$ cat src/rtl/control_fsm_pkg.sv
// Shared constants for the multi-cycle main control unit: opcodes, ALUOP codes,
// state and instruction-class enums, plus per-class ALU setup helpers.
package control_pkg;

  localparam logic [5:0] OP_RTYPE = 6'b000000;
  localparam logic [5:0] OP_ADDI  = 6'b001000;
  localparam logic [5:0] OP_LW    = 6'b100011;
  localparam logic [5:0] OP_SW    = 6'b101011;
  localparam logic [5:0] OP_BEQ   = 6'b000100;

  localparam logic [1:0] ALU_ADD   = 2'b00;
  localparam logic [1:0] ALU_SUB   = 2'b01;
  localparam logic [1:0] ALU_FUNCT = 2'b10;

  typedef enum logic [2:0] {
    IDLE,
    DECODE,
    EXEC,
    MEM,
    WB
  } ctrlState_t;

  typedef enum logic [2:0] {
    CLS_RTYPE,
    CLS_ADDI,
    CLS_LW,
    CLS_SW,
    CLS_BEQ,
    CLS_ILLEGAL
  } instrClass_t;

  // ALUOP and ALUSrc are fixed per class from EXEC onwards.
  function automatic logic [1:0] aluOpFor(instrClass_t cls);
    case (cls)
      CLS_RTYPE: return ALU_FUNCT;
      CLS_BEQ:   return ALU_SUB;
      default:   return ALU_ADD;
    endcase
  endfunction

  function automatic logic aluSrcFor(instrClass_t cls);
    return (cls == CLS_ADDI) || (cls == CLS_LW) || (cls == CLS_SW);
  endfunction

endpackage

$ cat src/rtl/control_fsm_if.sv
// Handshake and datapath-control bundle between instruction fetch (master)
// and the main control unit (slave).
interface control_fsm_if;
  logic        instr_valid;
  logic        instr_ready;
  logic [31:0] Instruction;
  logic        RegDst;
  logic        Branch;
  logic        MemRead;
  logic        MemtoReg;
  logic        MemWrite;
  logic        ALUSrc;
  logic        RegWrite;
  logic [1:0]  ALUOP;
  logic        done;
  logic        illegal;

  modport master (
    output instr_valid, Instruction,
    input  instr_ready, RegDst, Branch, MemRead, MemtoReg, MemWrite,
           ALUSrc, RegWrite, ALUOP, done, illegal
  );

  modport slave (
    input  instr_valid, Instruction,
    output instr_ready, RegDst, Branch, MemRead, MemtoReg, MemWrite,
           ALUSrc, RegWrite, ALUOP, done, illegal
  );
endinterface

$ cat src/rtl/control_fsm_decoder.sv
// Combinational opcode classifier; anything outside the five supported
// opcodes is reported as illegal.
import control_pkg::*;

module control_decoder (
  input  logic [5:0]  i_opcode,
  output instrClass_t o_class,
  output logic        o_illegal
);

  always_comb begin
    o_class   = CLS_ILLEGAL;
    o_illegal = 1'b1;
    case (i_opcode)
      OP_RTYPE: begin o_class = CLS_RTYPE; o_illegal = 1'b0; end
      OP_ADDI:  begin o_class = CLS_ADDI;  o_illegal = 1'b0; end
      OP_LW:    begin o_class = CLS_LW;    o_illegal = 1'b0; end
      OP_SW:    begin o_class = CLS_SW;    o_illegal = 1'b0; end
      OP_BEQ:   begin o_class = CLS_BEQ;   o_illegal = 1'b0; end
      default:  ;
    endcase
  end

endmodule

$ cat src/rtl/control_fsm.sv
// Multi-cycle main control unit: accepts one instruction in IDLE, then walks
// DECODE/EXEC/MEM/WB driving registered datapath control signals.
import control_pkg::*;

module control_fsm (
  input logic           i_clk,
  input logic           i_rst,
  control_fsm_if.slave  bus
);

  ctrlState_t  r_state;
  instrClass_t r_class;
  logic [5:0]  r_opcode;

  logic        r_ready;
  logic        r_regDst;
  logic        r_branch;
  logic        r_memRead;
  logic        r_memtoReg;
  logic        r_memWrite;
  logic        r_aluSrc;
  logic        r_regWrite;
  logic [1:0]  r_aluOp;
  logic        r_done;
  logic        r_illegal;

  logic [5:0]  w_decOpcode;
  instrClass_t w_class;
  logic        w_illegal;
  logic        w_unusedBits;

  // Only the opcode field steers control; the rest of the word belongs to the datapath.
  assign w_unusedBits = ^bus.Instruction[25:0];
  assign w_decOpcode  = (r_state == IDLE) ? bus.Instruction[31:26] : r_opcode;

  control_decoder u_decoder (
    .i_opcode  (w_decOpcode),
    .o_class   (w_class),
    .o_illegal (w_illegal)
  );

  // Output registers are loaded with the values of the state being entered,
  // so every output is a pure function of the current state and latched class.
  always_ff @(posedge i_clk or posedge i_rst) begin
    if (i_rst) begin
      r_state    <= IDLE;
      r_class    <= CLS_RTYPE;
      r_opcode   <= 6'b000000;
      r_ready    <= 1'b1;
      r_regDst   <= 1'b0;
      r_branch   <= 1'b0;
      r_memRead  <= 1'b0;
      r_memtoReg <= 1'b0;
      r_memWrite <= 1'b0;
      r_aluSrc   <= 1'b0;
      r_regWrite <= 1'b0;
      r_aluOp    <= ALU_ADD;
      r_done     <= 1'b0;
      r_illegal  <= 1'b0;
    end else begin
      r_ready    <= 1'b0;
      r_regDst   <= 1'b0;
      r_branch   <= 1'b0;
      r_memRead  <= 1'b0;
      r_memtoReg <= 1'b0;
      r_memWrite <= 1'b0;
      r_aluSrc   <= 1'b0;
      r_regWrite <= 1'b0;
      r_aluOp    <= ALU_ADD;
      r_done     <= 1'b0;
      r_illegal  <= 1'b0;

      case (r_state)
        IDLE: begin
          if (bus.instr_valid) begin
            r_opcode  <= bus.Instruction[31:26];
            r_class   <= w_class;
            r_illegal <= w_illegal;
            r_state   <= DECODE;
          end else begin
            r_ready <= 1'b1;
          end
        end

        DECODE: begin
          if (r_class == CLS_ILLEGAL) begin
            r_ready <= 1'b1;
            r_state <= IDLE;
          end else begin
            r_aluOp  <= aluOpFor(r_class);
            r_aluSrc <= aluSrcFor(r_class);
            r_branch <= (r_class == CLS_BEQ);
            r_done   <= (r_class == CLS_BEQ);
            r_state  <= EXEC;
          end
        end

        EXEC: begin
          if (r_class == CLS_BEQ) begin
            r_ready <= 1'b1;
            r_state <= IDLE;
          end else if (r_class == CLS_LW || r_class == CLS_SW) begin
            r_aluOp    <= aluOpFor(r_class);
            r_aluSrc   <= aluSrcFor(r_class);
            r_memRead  <= (r_class == CLS_LW);
            r_memWrite <= (r_class == CLS_SW);
            r_done     <= (r_class == CLS_SW);
            r_state    <= MEM;
          end else begin
            r_aluOp    <= aluOpFor(r_class);
            r_aluSrc   <= aluSrcFor(r_class);
            r_regWrite <= 1'b1;
            r_regDst   <= (r_class == CLS_RTYPE);
            r_done     <= 1'b1;
            r_state    <= WB;
          end
        end

        MEM: begin
          if (r_class == CLS_LW) begin
            r_aluOp    <= aluOpFor(r_class);
            r_aluSrc   <= aluSrcFor(r_class);
            r_regWrite <= 1'b1;
            r_memtoReg <= 1'b1;
            r_done     <= 1'b1;
            r_state    <= WB;
          end else begin
            r_ready <= 1'b1;
            r_state <= IDLE;
          end
        end

        WB: begin
          r_ready <= 1'b1;
          r_state <= IDLE;
        end

        default: begin
          r_ready <= 1'b1;
          r_state <= IDLE;
        end
      endcase
    end
  end

  assign bus.instr_ready = r_ready;
  assign bus.RegDst      = r_regDst;
  assign bus.Branch      = r_branch;
  assign bus.MemRead     = r_memRead;
  assign bus.MemtoReg    = r_memtoReg;
  assign bus.MemWrite    = r_memWrite;
  assign bus.ALUSrc      = r_aluSrc;
  assign bus.RegWrite    = r_regWrite;
  assign bus.ALUOP       = r_aluOp;
  assign bus.done        = r_done;
  assign bus.illegal     = r_illegal;

endmodule

$ cat src/flat_wrapper.sv
// flat-port wrapper written by rule: the top's interface ports become plain ports
module control_fsm_flat 
  (i_clk, i_rst, bus_instr_valid, bus_Instruction, bus_instr_ready, bus_RegDst, bus_Branch, bus_MemRead, bus_MemtoReg, bus_MemWrite, bus_ALUSrc, bus_RegWrite, bus_ALUOP, bus_done, bus_illegal);
  control_fsm_if bus_i ();
  input logic i_clk;
  input logic i_rst;
  input wire logic [$bits(bus_i.instr_valid)-1:0] bus_instr_valid;
  input wire logic [$bits(bus_i.Instruction)-1:0] bus_Instruction;
  output wire logic [$bits(bus_i.instr_ready)-1:0] bus_instr_ready;
  output wire logic [$bits(bus_i.RegDst)-1:0] bus_RegDst;
  output wire logic [$bits(bus_i.Branch)-1:0] bus_Branch;
  output wire logic [$bits(bus_i.MemRead)-1:0] bus_MemRead;
  output wire logic [$bits(bus_i.MemtoReg)-1:0] bus_MemtoReg;
  output wire logic [$bits(bus_i.MemWrite)-1:0] bus_MemWrite;
  output wire logic [$bits(bus_i.ALUSrc)-1:0] bus_ALUSrc;
  output wire logic [$bits(bus_i.RegWrite)-1:0] bus_RegWrite;
  output wire logic [$bits(bus_i.ALUOP)-1:0] bus_ALUOP;
  output wire logic [$bits(bus_i.done)-1:0] bus_done;
  output wire logic [$bits(bus_i.illegal)-1:0] bus_illegal;
  assign bus_i.instr_valid = bus_instr_valid;
  assign bus_i.Instruction = bus_Instruction;
  assign bus_instr_ready = bus_i.instr_ready;
  assign bus_RegDst = bus_i.RegDst;
  assign bus_Branch = bus_i.Branch;
  assign bus_MemRead = bus_i.MemRead;
  assign bus_MemtoReg = bus_i.MemtoReg;
  assign bus_MemWrite = bus_i.MemWrite;
  assign bus_ALUSrc = bus_i.ALUSrc;
  assign bus_RegWrite = bus_i.RegWrite;
  assign bus_ALUOP = bus_i.ALUOP;
  assign bus_done = bus_i.done;
  assign bus_illegal = bus_i.illegal;
  control_fsm u_core (.i_clk(i_clk), .i_rst(i_rst), .bus(bus_i));
endmodule
$ cat config.mk
export PLATFORM = sky130hd
export DESIGN_NAME = control_fsm_flat
export DESIGN_NICKNAME = d
export VERILOG_FILES = /design/src/rtl/control_fsm_pkg.sv /design/src/rtl/control_fsm_if.sv /design/src/rtl/control_fsm_decoder.sv /design/src/rtl/control_fsm.sv /design/src/flat_wrapper.sv
export SDC_FILE = /design/constraint.sdc
export NUM_CORES = 1
export LEC_CHECK = 0
export ABC_AREA = 1
export BUFFER_PORTS_ARGS = -buffer_cell sky130_fd_sc_hd__buf_2
export CAP_MARGIN = 20
export CELL_PAD_IN_SITES_DETAIL_PLACEMENT = 1
export CELL_PAD_IN_SITES_GLOBAL_PLACEMENT = 1
export CORE_MARGIN = 2
export CORE_UTILIZATION = 30
export DETAILED_ROUTE_END_ITERATION = 10
export GPL_TIMING_DRIVEN = 1
export PLACE_DENSITY_LB_ADDON = 0.15
export SYNTH_ARGS = -nofsm -noshare
export SYNTH_HDL_FRONTEND = slang
export SYNTH_SLANG_ARGS = --single-unit
$ cat constraint.sdc
create_clock -name i_clk -period 3.1 [get_ports i_clk]
set_clock_uncertainty 0.15 [all_clocks]
set_input_delay 0.465 -clock i_clk [delete_from_list [all_inputs] [get_ports i_clk]]
set_output_delay 0.465 -clock i_clk [all_outputs]
set_load 0.01 [all_outputs]
After elaboration in Yosys (flattened, before gate mapping)
Cells that the tools add are included.

Register bits: 24. Latch bits: 0. RAM bits: 0. Bits in read-only memories: 0. Output and inout bits: 12. Word-level logic and storage cells: 80. Memories kept: 0.

Add/sub/neg operators: 0. Multiply operators: 0. Divide/modulo/power cells: 0. Magnitude comparators: 0. Equal/unequal tests: 13. Shift operators: 0. Muxes and demuxes: 45. Bitwise logic cells: 0. Reduce and logical (&&, ||, !) cells: 8.

Operator list (number): two-way mux 1 bit (27); case mux 3 bit (5 select lines) (1); equality test 3 x 2 -> 1 bit (second input constant) (4); equality test 6 bit (second input constant) (2); two-way mux 3 bit (4); case mux 3 bit (4 select lines) (1); two-way mux 2 bit (5); equality test 3 x 1 -> 1 bit (second input constant) (2); equality test 3 bit (second input constant) (2); equality test 6 x 3 -> 1 bit (second input constant) (1); equality test 6 x 4 -> 1 bit (second input constant) (1); zero test 3 bit (2); zero test 6 bit (1); two-way mux 6 bit (1); case mux 1 bit (3 select lines) (2); case mux 2 bit (3 select lines) (1); OR reduction 5 bit (1); case mux 1 bit (4 select lines) (1); case mux 2 bit (2 select lines) (1); logical OR 1 bit (3); != test 2 bit (second input constant) (1); case mux 1 bit (2 select lines) (1); AND reduction 2 bit (1).

Longest topological paths before layout
Gate-level depths: netlist of run 1.

Depth in word-level cells: 7. Gate-level depth with buffers: 9.

By module
From an unflattened synthesis of run 1, not the netlist that was laid out.

Cells, all modules: 137. Area, all modules: 1167.4 µm².

By module, submodules not included: control_fsm (times used 1, cells each 119, area each 1084.8 µm², seq. area each 601.8 µm²); control_decoder (times used 1, cells each 18, area each 82.6 µm², seq. area each 0.0 µm²).

Worst setup path before layout of run 1
No wires, ideal clock.

Path type: register to register. Start point: register u_core.r_state[2]. End point: register u_core.r_illegal, in the netlist u_core.bus.illegal. Library setup time: 124 ps. Arrival time: 1202 ps. Setup slack: 1624 ps. Cell stages (with the launch flop): 10. Path buffers: 1. Period minus slack after synthesis: 1476 ps. Cells stage by stage: dfrtp_1 -> nor2_4 -> nand2_4 -> buf_12 -> nand2_4 -> nand2_4 -> nor2_4 -> nand2_2 -> o21ai_2 -> a21oi_2.

Longest elaborated chain between the ends: 7. Elaborated cells between the ends (all ways): 11. Those cells by class: eq/ne (4); mux (4); reduce/logical (3).

Ends and longest elaborated chain: start: declaration (line control_fsm.sv:11) `ctrlState_t r_state;`; start signal: assignment (line control_fsm.sv:46) `r_state <= IDLE;`; start signal: assignment (line control_fsm.sv:79) `r_state <= DECODE;`; start signal: assignment (line control_fsm.sv:88) `r_state <= IDLE;`; zero test 3 bit * (line control_fsm.sv:34, control_fsm.sv:73); two-way mux 6 bit (line control_fsm.sv:34) `assign w_decOpcode = (r_state == IDLE) ? bus.Instruction[31:26] : r_opcode;`; equality test 6 x 3 -> 1 bit, or another cell as far along (line control_fsm_decoder.sv:14) `case (i_opcode)`; OR reduction 5 bit (no source line); two-way mux 1 bit (line control_fsm_decoder.sv:14); two-way mux 1 bit (line control_fsm.sv:75) `if (bus.instr_valid) begin`; two-way mux 1 bit * (line control_fsm.sv:73) `case (r_state)`; end signal: assignment (line control_fsm.sv:78) `r_illegal <= w_illegal;`; end: declaration (line control_fsm.sv:25) `logic r_illegal;`.

Every way passes the cells marked *; elsewhere a longest branch is shown, timed or not. A chain may end at the register's enable or synchronous reset.

Worst setup path after layout of run 1
Same ends and word-level chain as after synthesis.

==> results.sh, run 1 <==
export IMPL_die_area_um2=4410
export IMPL_cts_resized=0
export IMPL_final_setup_viol_count=0
export IMPL_drt_initial_drc_count=39
export IMPL_fin_crit_sh=0.534
export IMPL_first_global_vias=948
export IMPL_grt_max_degree=25
export IMPL_power_density_nw_per_um2=982
export IMPL_critical_path_class="reg -> reg"
export IMPL_worst_pin_slew_ns=0.903
export IMPL_synth_warnings=0
export IMPL_n_antenna_cell=0
export IMPL_cap_viol_max_count=0
export IMPL_startpoint_type="flip-flop"
export IMPL_clkLatencyLatePin_ns=0.26
export IMPL_arrival_ns=1.66
export IMPL_cts_buffer_depth=2
export IMPL_syn_to_final_growth_pct=16.7
export IMPL_yosysTopAreaCellShare=0.493
export IMPL_grt_pass1_wl_mm=4.09
export IMPL_core_um2=3690
export IMPL_ctsHtreeMaxLevel=1
export IMPL_rsz0062_at_grt="no"
export IMPL_mostFrequentLayoutCells="nand2_1 (27), dfrtp_1 (23), buf_2 (20), inv_1 (16), nor2_1 (10)"
export IMPL_cp_top_family="simple AND/OR/NAND/NOR gates"
export IMPL_crit_fanout=11
export IMPL_vdd_drop_max_v=0.000324
export IMPL_core_rowCount=22
export IMPL_vias=876
export IMPL_initial_core_util=0.316
export IMPL_die_h_um=66.4
export IMPL_finalHoldViolations=0
export IMPL_cts_tree="yes"
export IMPL_syn_avg_cell_area_um2=9.19
export IMPL_end_kind="flip-flop"
export IMPL_cts_buffers=3
export IMPL_grt_util_all_layers=0.123
export IMPL_slowest_stage="dfrtp_1"
export IMPL_wl_mm=2.26
export IMPL_synth_area_leaders="dfrtp_1 (49%), nand2_1 (8.7%), inv_1 (5.1%)"
export IMPL_fp_dieW_um=66.4
export IMPL_antenna_found_initial=0
export IMPL_fin_ws_ns=1.44
export IMPL_syn_num_nets=162
export IMPL_wl_per_cell_um=11.4
export IMPL_max_slew_margin=0.397
export IMPL_ant_nets=0
export IMPL_worst_ep_required_time_ns=3.10
export IMPL_drt_first_pass_iters=3
export IMPL_syn_instance_count=127
export IMPL_dp_cells=194
export IMPL_cts_setup_buffers=0
export IMPL_crit_buf_inv=0
export IMPL_yosysTopAreaCell="dfrtp_1"
export IMPL_dpl_hpwl_mm=1.75
export IMPL_holdBufCountCts=0
export IMPL_avgViaCountPerCell=4.42
export IMPL_ys_ff_latch=24
export IMPL_final_max_slew_viol_count=0
export IMPL_fin_cells=198
export IMPL_power_leakage_uw=0.000731
export IMPL_post_route_min_period_ns=1.66
export IMPL_globalRouteOverflowTotal=0
export IMPL_syn_cell_area_um2=1170
export IMPL_worst_path_stages=8
export IMPL_drc=0
export IMPL_gp_congestion=0.739
export IMPL_layout_commonest_cell="nand2_1"
export IMPL_status="completed"
export IMPL_clock_root_buffer="clkbuf_8"
export IMPL_synthDistinctLibCells=27
export IMPL_dp_slack_ns=1.43
export IMPL_drive_gt1_frac=0.320
export IMPL_nNetsFinal=186
export IMPL_port_buffers=20
export IMPL_fin_setup_tns_ns=0
export IMPL_fmax_mhz=604
export IMPL_cp_cell_sequence="nor2_4 > nand2_4 > nand2_1 > nand2_1 > nor2_4 > nand2_2 > o21ai_2 > a21oi_2"
export IMPL_cts_sinks=24
export IMPL_clk_pin_slew_ns=0.09
export IMPL_worst_hold_path_type="in -> async"
export IMPL_slowest_delay_ns=0.44
export IMPL_r2r_cells=8
export IMPL_ios=47
export IMPL_ys_seq_area_frac=0.516
-- Yosys cell counts, drive strengths merged --
cell type  count
nor2          16
dfrtp         23
clkinv         1
dfstp          1
o31ai          1
nand2         37
o21ai          9
inv           18
o21a           1
o211ai         1
a21oi          4
nand3          8
buf            1
o2111ai        1
nor3           4
nand3b         1
-- state kept, by name, indices dropped and copies added (netlist names) --
name,cells
u_core.bus.ALUSrc,1
u_core.r_class,3
u_core.bus.MemRead,1
u_core.bus.Branch,1
u_core.bus.MemtoReg,1
u_core.r_state,3
u_core.bus.ALUOP,2
u_core.bus.RegWrite,1
u_core.bus.illegal,1
u_core.bus.done,1
u_core.bus.RegDst,1
u_core.bus.instr_ready,1
u_core.r_opcode,6
u_core.bus.MemWrite,1
-- where the power goes --
group          internal [uW]  switching, uW
registers                422           66.6
logic                    217            419
clock network            113            101
total                    752            586
-- stage by stage --
| stage | area [um^2] | hold WS (ns) | power, uW | utilization |
|---|---|---|---|---|
| 4_1_cts | 1360 | 0.256 | 1370 | 0.369 |
| 5_1_grt | 1360 | 0.265 | 1480 | 0.369 |
| 2_1_floorplan | 1170 | 0.292 | 1040 | - |
| 3_5_place_dp | 1310 | 0.311 | 1150 | 0.354 |
| 3_3_place_gp | 1310 | 0.310 | 1140 | 0.354 |
| 6_report | 1360 | 0.230 | 1340 | 0.369 |
-- cell type report --
type                            instances  area [um^2]
Multi-Input combinational cell         83          472
Inverter                               19         73.8
Tap cell                               48         60.1
Sequential cell                        24          602
Clock buffer                            4         55.1
Timing Repair Buffer                   20          100
Fill cell                             463         2330
-- worst paths after layout --
path,slack (ns),end,from
hold / removal,0.23,u_core.bus.MemRead,i_rst
setup reg to reg,1.44,u_core.bus.illegal,u_core.r_state[2]
hold reg to reg,0.33,u_core.r_opcode[0],u_core.r_opcode[0]
max in group asynchronous,2.01,u_core.bus.RegWrite,i_rst
min in group i_clk,0.26,u_core.r_opcode[0],bus_Instruction[26]
setup / recovery,1.44,u_core.bus.illegal,u_core.r_state[2]
-- layer usage --
layer | vias up | wire [um] | GRT usage
met2 | 14 | 1200 | 0.225
li1 | 446 | - | -
met3 | 2 | 92 | 0.0204
met5 | - | 0 | 0
met4 | 0 | 23 | 0.0536
met1 | 414 | 941 | 0.137
-- kinds of logic after synthesis --
kind of cell,count (synthesis),share of synthesized area
AND/OR/NAND/NOR,66,0.309
buffers and inverters,20,0.0804
AO/OA/AOI/OAI,17,0.0954
flip-flops,24,0.516
(Power assumes the default switching activity.)
==> inputs of run 2 (changes only) <==
Settings changed: ABC_AREA 1 to 0, CORE_UTILIZATION 30 to 28.
Clock period 3.1 ns to 1.5 ns, I/O delays scaled along.
==> run 2 against run 1 <==
Sequential cell count decreased by 6. Fmax up 12%. Register-to-register slack got worse by 1.4 ns. Die area decreased by 16%. Via count is 14% lower. Clock power up 17%. Utilization is 1.6 points higher. Clock-buffer cell count is the same. Synthesized cell count fell by 32%. Non-clock buffer count is 17 higher. Hold slack worse by 0.15 ns. Sequential power up 42%. Critical endpoint is now u_core.r_class[2].
==> results.sh, run 2 <==
export IMPL_status="completed"
export IMPL_die_h_um=60.9
export IMPL_synth_edf_count=0
export IMPL_r2r_setup_slack_ns=0.03
export IMPL_final_max_slew_viol_count=0
export IMPL_antenna_found_initial=0
export IMPL_dpl_hpwl_mm=1.50
export IMPL_timing_hold_ws_ns=0.0846
export IMPL_syn_avg_cell_area_um2=10.5
export IMPL_cts_buffers=3
export IMPL_n_antenna_cell=0
export IMPL_cap_viol_max_count=0
export IMPL_fmax_mhz=678
export IMPL_synth_warnings=0
export IMPL_rsz0062_at_grt="yes"
export IMPL_cts_sinks=18
export IMPL_clkLatencyLatePin_ns=0.29
export IMPL_cts_buffer_depth=2
export IMPL_nNetsFinal=154
export IMPL_first_global_vias=736
export IMPL_syn_cell_area_um2=907
export IMPL_drive_gt1_frac=0.432
export IMPL_min_path_cells=3
export IMPL_wl_mm=2.00
export IMPL_clock_root_buffer="clkbuf_4"
export IMPL_core_rowCount=20
export IMPL_ctsHtreeMaxLevel=1
export IMPL_vdd_drop_max_v=0.000564
export IMPL_syn_num_nets=121
export IMPL_grt_max_degree=19
export IMPL_grt_pass1_wl_mm=3.39
export IMPL_yosysTopAreaCell="dfrtp_1"
export IMPL_syn_instance_count=86
export IMPL_ant_nets=0
export IMPL_p_total_uw=1900
export IMPL_clk_pin_slew_ns=0.10
export IMPL_gp_congestion=0.739
export IMPL_synth_area_leaders="dfrtp_1 (47%), dfstp_2 (2.9%), nor2b_1 (2.8%)"
export IMPL_grt_util_all_layers=0.125
export IMPL_nFillCells=356
export IMPL_drc=0
export IMPL_design_area_um2=1190
export IMPL_critical_path_class="reg -> reg"
export IMPL_avgViaCountPerCell=4.65
export IMPL_r2r_end="u_core.r_class[2]"
export IMPL_power_leakage_uw=0.000583
export IMPL_synth_common_cells="dfrtp_1 (17), nor2_1 (5)"
export IMPL_ys_ff_latch=18
export IMPL_end_kind="flip-flop"
export IMPL_ys_flop_type="dfrtp_1"
export IMPL_startpoint_type="flip-flop"
export IMPL_die_area_um2=3710
export IMPL_vias=754
export IMPL_ios=47
export IMPL_globalRouteOverflowTotal=0
export IMPL_synthDistinctLibCells=36
export IMPL_yosysTopAreaCellShare=0.469
export IMPL_r2r_start="u_core.r_state[2]"
export IMPL_async_flop_share=1.00
export IMPL_final_setup_viol_count=0
export IMPL_cts_tree="yes"
export IMPL_worst_ep_required_time_ns=1.56
export IMPL_port_buffers=20
export IMPL_min_to="u_core.r_class[0]"
export IMPL_fin_setup_tns_ns=0
export IMPL_worst_hold_path_type="in -> reg"
export IMPL_fin_crit_sh=0.983
export IMPL_core_um2=3080
export IMPL_drt_initial_drc_count=17
export IMPL_r2r_cells=2
export IMPL_worst_pin_slew_ns=0.395
export IMPL_post_dp_cell_area_um2=1120
export IMPL_initial_core_util=0.295
export IMPL_wl_per_cell_um=12.3
export IMPL_crit_fanout=5
export IMPL_layout_commonest_cell="buf_2"
export IMPL_drt_first_pass_iters=4
export IMPL_max_slew_margin=0.733
export IMPL_syn_to_final_growth_pct=30.9
export IMPL_finalHoldViolations=0
export IMPL_arrival_ns=1.54
export IMPL_power_density_nw_per_um2=1600
export IMPL_hp_start="bus_Instruction[29]"
export IMPL_ys_seq_area_frac=0.498
export IMPL_fp_dieW_um=60.9
export IMPL_post_route_min_period_ns=1.47
export IMPL_mostFrequentLayoutCells="buf_2 (20), dfrtp_1 (16), buf_4 (15)"
export IMPL_yosysMostFrequentCell="dfrtp_1"
## run 2: changes by cell type after synthesis, sizes merged, moves of 2 or more
cell	before	now
inv	18	4
dfrtp	23	17
nor4	0	4
nor4b	0	3
nand3	8	0
nor2	16	5
nand2	37	4
nor2b	0	4
buf	1	7
or4	0	2
clkbuf	0	2
a31oi	0	3
o21ai	9	3
and3	0	3
## run 2: critical path: stages (launching register included)
cell	delay, ns
dfrtp_2	0.47
or4b_4	0.55
o31ai_2	0.22
## run 2: repair_timing
item	in CTS	in global routing
endpoints found under the setup margin	2	10
gates cloned	0	0
hold buffers	1	0
pin swaps	0	1
hold endpoints to repair	17	0
buffers inserted	0	1
gates resized for setup	1	6
## run 2: routing by layer
metal | track usage | part of all wire | vias to the layer above
li1 | - | - | 377
met2 | 0.197 | 0.50 | 13
met4 | 0.0559 | 0.0075 | 0
met1 | 0.167 | 0.46 | 362
met3 | 0.0256 | 0.035 | 2
met5 | 0 | 0 | -
## run 2: area by class of cell
type | instances | area, um^2 | share of cell area
clock buffer | 4 | 26.3 | 0.0221
inverter | 4 | 15.0 | 0.0126
multi-input combinational | 55 | 404 | 0.340
sequential | 18 | 453 | 0.381
tap | 44 | 55.1 | 0.0464
timing repair buffer | 37 | 234 | 0.197
## run 2: how the worst max path moves through the flow
stage                      startpoint  cells after the start                end  slack, ns
finish              u_core.r_state[2]                      2  u_core.r_class[2]       0.03
global placement    u_core.r_state[2]                      2  u_core.r_class[2]       0.03
global route        u_core.r_state[2]                      3  u_core.r_class[0]      -0.01
floorplan           u_core.r_state[0]                      5  u_core.r_class[2]      -0.05
detailed placement  u_core.r_state[2]                      2  u_core.r_class[2]      0.004
CTS                 u_core.r_state[2]                      2  u_core.r_class[2]      0.002
## run 2: stage by stage
step           setup WS (ns)  instances   util
2_1_floorplan        -0.0489         86      -
3_3_place_gp          0.0346        156  0.363
3_5_place_dp         0.00412        156  0.363
4_1_cts              0.00247        161  0.375
5_1_grt              -0.0118        162  0.386
6_report              0.0251        162  0.386
## run 2: report_power, final
group	internal, uW	switching [uW]	total (uW)	leakage (uW)
Clock	103	147	250	0.0000150
Combinational	475	482	956	0.000334
Sequential	610	85.1	695	0.000234
Total	1190	714	1900	0.000583
## run 2: cell families (layout without fill, tap and decap cells)
logic type,after synthesis,in the layout,share of synthesized area
DFF,18,18,0.498
xor gates and xnor gates,1,1,0.00966
buffers and inverters,13,45,0.0800
AOI/OAI and AO/OA,17,17,0.128
and+or+nand+nor,35,35,0.261
muxes,2,2,0.0234
==> inputs of run 3 (changes only) <==
Settings changed: MAX_ROUTING_LAYER set to met4, TNS_END_PERCENT set to 5.
==> run 3 against run 2 <==
First-iteration DRC count down 88%. Largest power group unchanged. Final cell count unchanged. Highest routed layer unchanged. Sequential cell count unchanged. Hold slack worse by 0.0045 ns. Critical path depth up 3. Sequential power about the same. Critical path type unchanged. Final area down 0.11%. Non-clock buffer count unchanged. Total power up 0.56%. Die area unchanged. Largest cell class unchanged. Critical endpoint is now u_core.bus.done. Worst setup slack better by 0.0025 ns.
==> results.sh, run 3 (same netlist as run 2, synthesis figures left out) <==
export IMPL_status="completed"
export IMPL_die_h_um=60.9
export IMPL_clock_root_buffer="clkbuf_4"
export IMPL_startpoint_type="flip-flop"
export IMPL_fmax_mhz=679
export IMPL_globalRouteOverflowTotal=0
export IMPL_power_leakage_uw=0.000580
export IMPL_pwr_share_seq=0.365
export IMPL_finalHoldViolations=0
export IMPL_cts_tree="yes"
export IMPL_arrival_ns=1.54
export IMPL_fp_dieW_um=60.9
export IMPL_die_area_um2=3710
export IMPL_gp_congestion=0.743
export IMPL_critical_path_class="reg -> reg"
export IMPL_drive_gt1_frac=0.424
export IMPL_crit_buf_inv=2
export IMPL_avgViaCountPerCell=4.71
export IMPL_layout_commonest_cell="buf_2"
export IMPL_core_um2=3080
export IMPL_max_slew_margin=0.724
export IMPL_power_density_nw_per_um2=1610
export IMPL_nNetsFinal=154
export IMPL_p_sw_uw=724
export IMPL_fin_cells=162
export IMPL_core_rowCount=20
export IMPL_end_kind="flip-flop"
export IMPL_clockPowerShare=0.134
export IMPL_cts_buffers=3
export IMPL_fin_util=0.385
export IMPL_port_buffers=20
export IMPL_ctsHtreeMaxLevel=1
export IMPL_drt_initial_drc_count=2
export IMPL_cts_sinks=18
export IMPL_grt_pass1_wl_mm=3.48
export IMPL_worst_ep_required_time_ns=1.57
export IMPL_first_global_vias=747
export IMPL_final_setup_viol_count=0
export IMPL_worst_pin_slew_ns=0.409
export IMPL_slowest_delay_ns=0.39
export IMPL_drc=0
export IMPL_cp_cell_sequence="buf_4 > buf_4 > nor4b_2 > a31oi_1 > a31oi_1"
export IMPL_antenna_found_initial=0
export IMPL_post_route_min_period_ns=1.47
export IMPL_vdd_drop_max_v=0.000498
export IMPL_wl_per_cell_um=12.9
export IMPL_crit_fanout=8
export IMPL_worst_hold_path_type="in -> reg"
export IMPL_dp_cells=157
export IMPL_wl_mm=2.08
export IMPL_slowest_stage="dfrtp_1"
export IMPL_drt_first_pass_iters=3
export IMPL_cap_viol_max_count=0
export IMPL_clk_pin_slew_ns=0.10
export IMPL_p_total_uw=1910
export IMPL_fin_crit_sh=0.982
export IMPL_timing_hold_ws_ns=0.0801
export IMPL_vias=763
export IMPL_sw_frac_of_total=0.379
export IMPL_cts_buffer_depth=2
export IMPL_syn_to_final_growth_pct=30.8
export IMPL_n_antenna_cell=0
export IMPL_comb_power_share=0.501
export IMPL_cp_top_family="flip-flops"
export IMPL_ant_nets=0
export IMPL_rsz0062_at_grt="yes"
export IMPL_grt_max_degree=19
export IMPL_grt_util_all_layers=0.134
export IMPL_mostFrequentLayoutCells="buf_2 (20), dfrtp_1 (17), buf_4 (16)"
export IMPL_cell_internal_pwr_uw=1190
export IMPL_initial_core_util=0.295
export IMPL_dpl_hpwl_mm=1.61
export IMPL_ios=47
export IMPL_clkLatencyLatePin_ns=0.30
export IMPL_final_max_slew_viol_count=0
export IMPL_cts_setup_buffers=0
[run 3: cell counts in the layout (fill, tap and decap cells not counted)]
Identical to the previous run, type by type.
[run 3: routing by layer]
layer / wire (um) / track usage
met2: 1050 / 0.224
met4: 51 / 0.0652
met5: 0 / -
met3: 87 / 0.0256
met1: 895 / 0.153
[run 3: worst paths after layout]
| path | from | endpoint | slack [ns] | cells past startpoint |
|---|---|---|---|---|
| hold / removal | bus_Instruction[29] | u_core.r_class[0] | 0.08 | 3 |
| setup reg to reg | u_core.r_state[0] | u_core.bus.done | 0.03 | 5 |
| setup / recovery | u_core.r_state[0] | u_core.bus.done | 0.03 | 5 |
| min in group asynchronous | i_rst | u_core.bus.ALUSrc | 0.32 | 4 |
| max in group asynchronous | i_rst | u_core.bus.instr_ready | 0.62 | 4 |
| hold reg to reg | u_core.r_state[0] | u_core.bus.illegal | 0.46 | 2 |
[run 3: metrics by stage]
| stage | area, um^2 | setup TNS (ns) | setup WS [ns] |
|---|---|---|---|
| finish | 1190 | 0 | 0.0276 |
| global route | 1190 | -0.209 | -0.0685 |
| CTS | 1170 | 0 | 0.00395 |
| detailed placement | 1120 | 0 | 0.0227 |
| global placement | 1120 | 0 | 0.0479 |
| floorplan | 907 | -0.112 | -0.0492 |
[run 3: power groups by stage]
| stage | logic [uW] | clock network, uW | registers [uW] |
|---|---|---|---|
| 3_3_place_gp | 911 | 0 | 696 |
| 5_1_grt | 1070 | 280 | 715 |
| 4_1_cts | 939 | 267 | 699 |
| 6_report | 958 | 256 | 698 |
| 2_1_floorplan | 623 | 0 | 692 |
| 3_5_place_dp | 924 | 0 | 706 |
[run 3: timing repair]
item                       CTS  global route
pin swaps                    1             1
hold endpoints to repair    17             0
gates resized for setup      2             3
hold buffers                 1             0
setup endpoints to repair    1            10
[run 3: layout make-up]
type	count	area [um^2]
clock buffer	4	26.3
fill	373	1890
inverter	4	15.0
multi-input combinational	55	408
sequential	18	452
tap	44	55.1
timing repair buffer	37	230
[run 3: worst min-delay path: cells and delay by family]
kind	cells	cell delay [ns]
AND/OR/NAND/NOR	1	0.04
buffers and inverters	1	0.10
AO/OA/AOI/OAI	1	0.12
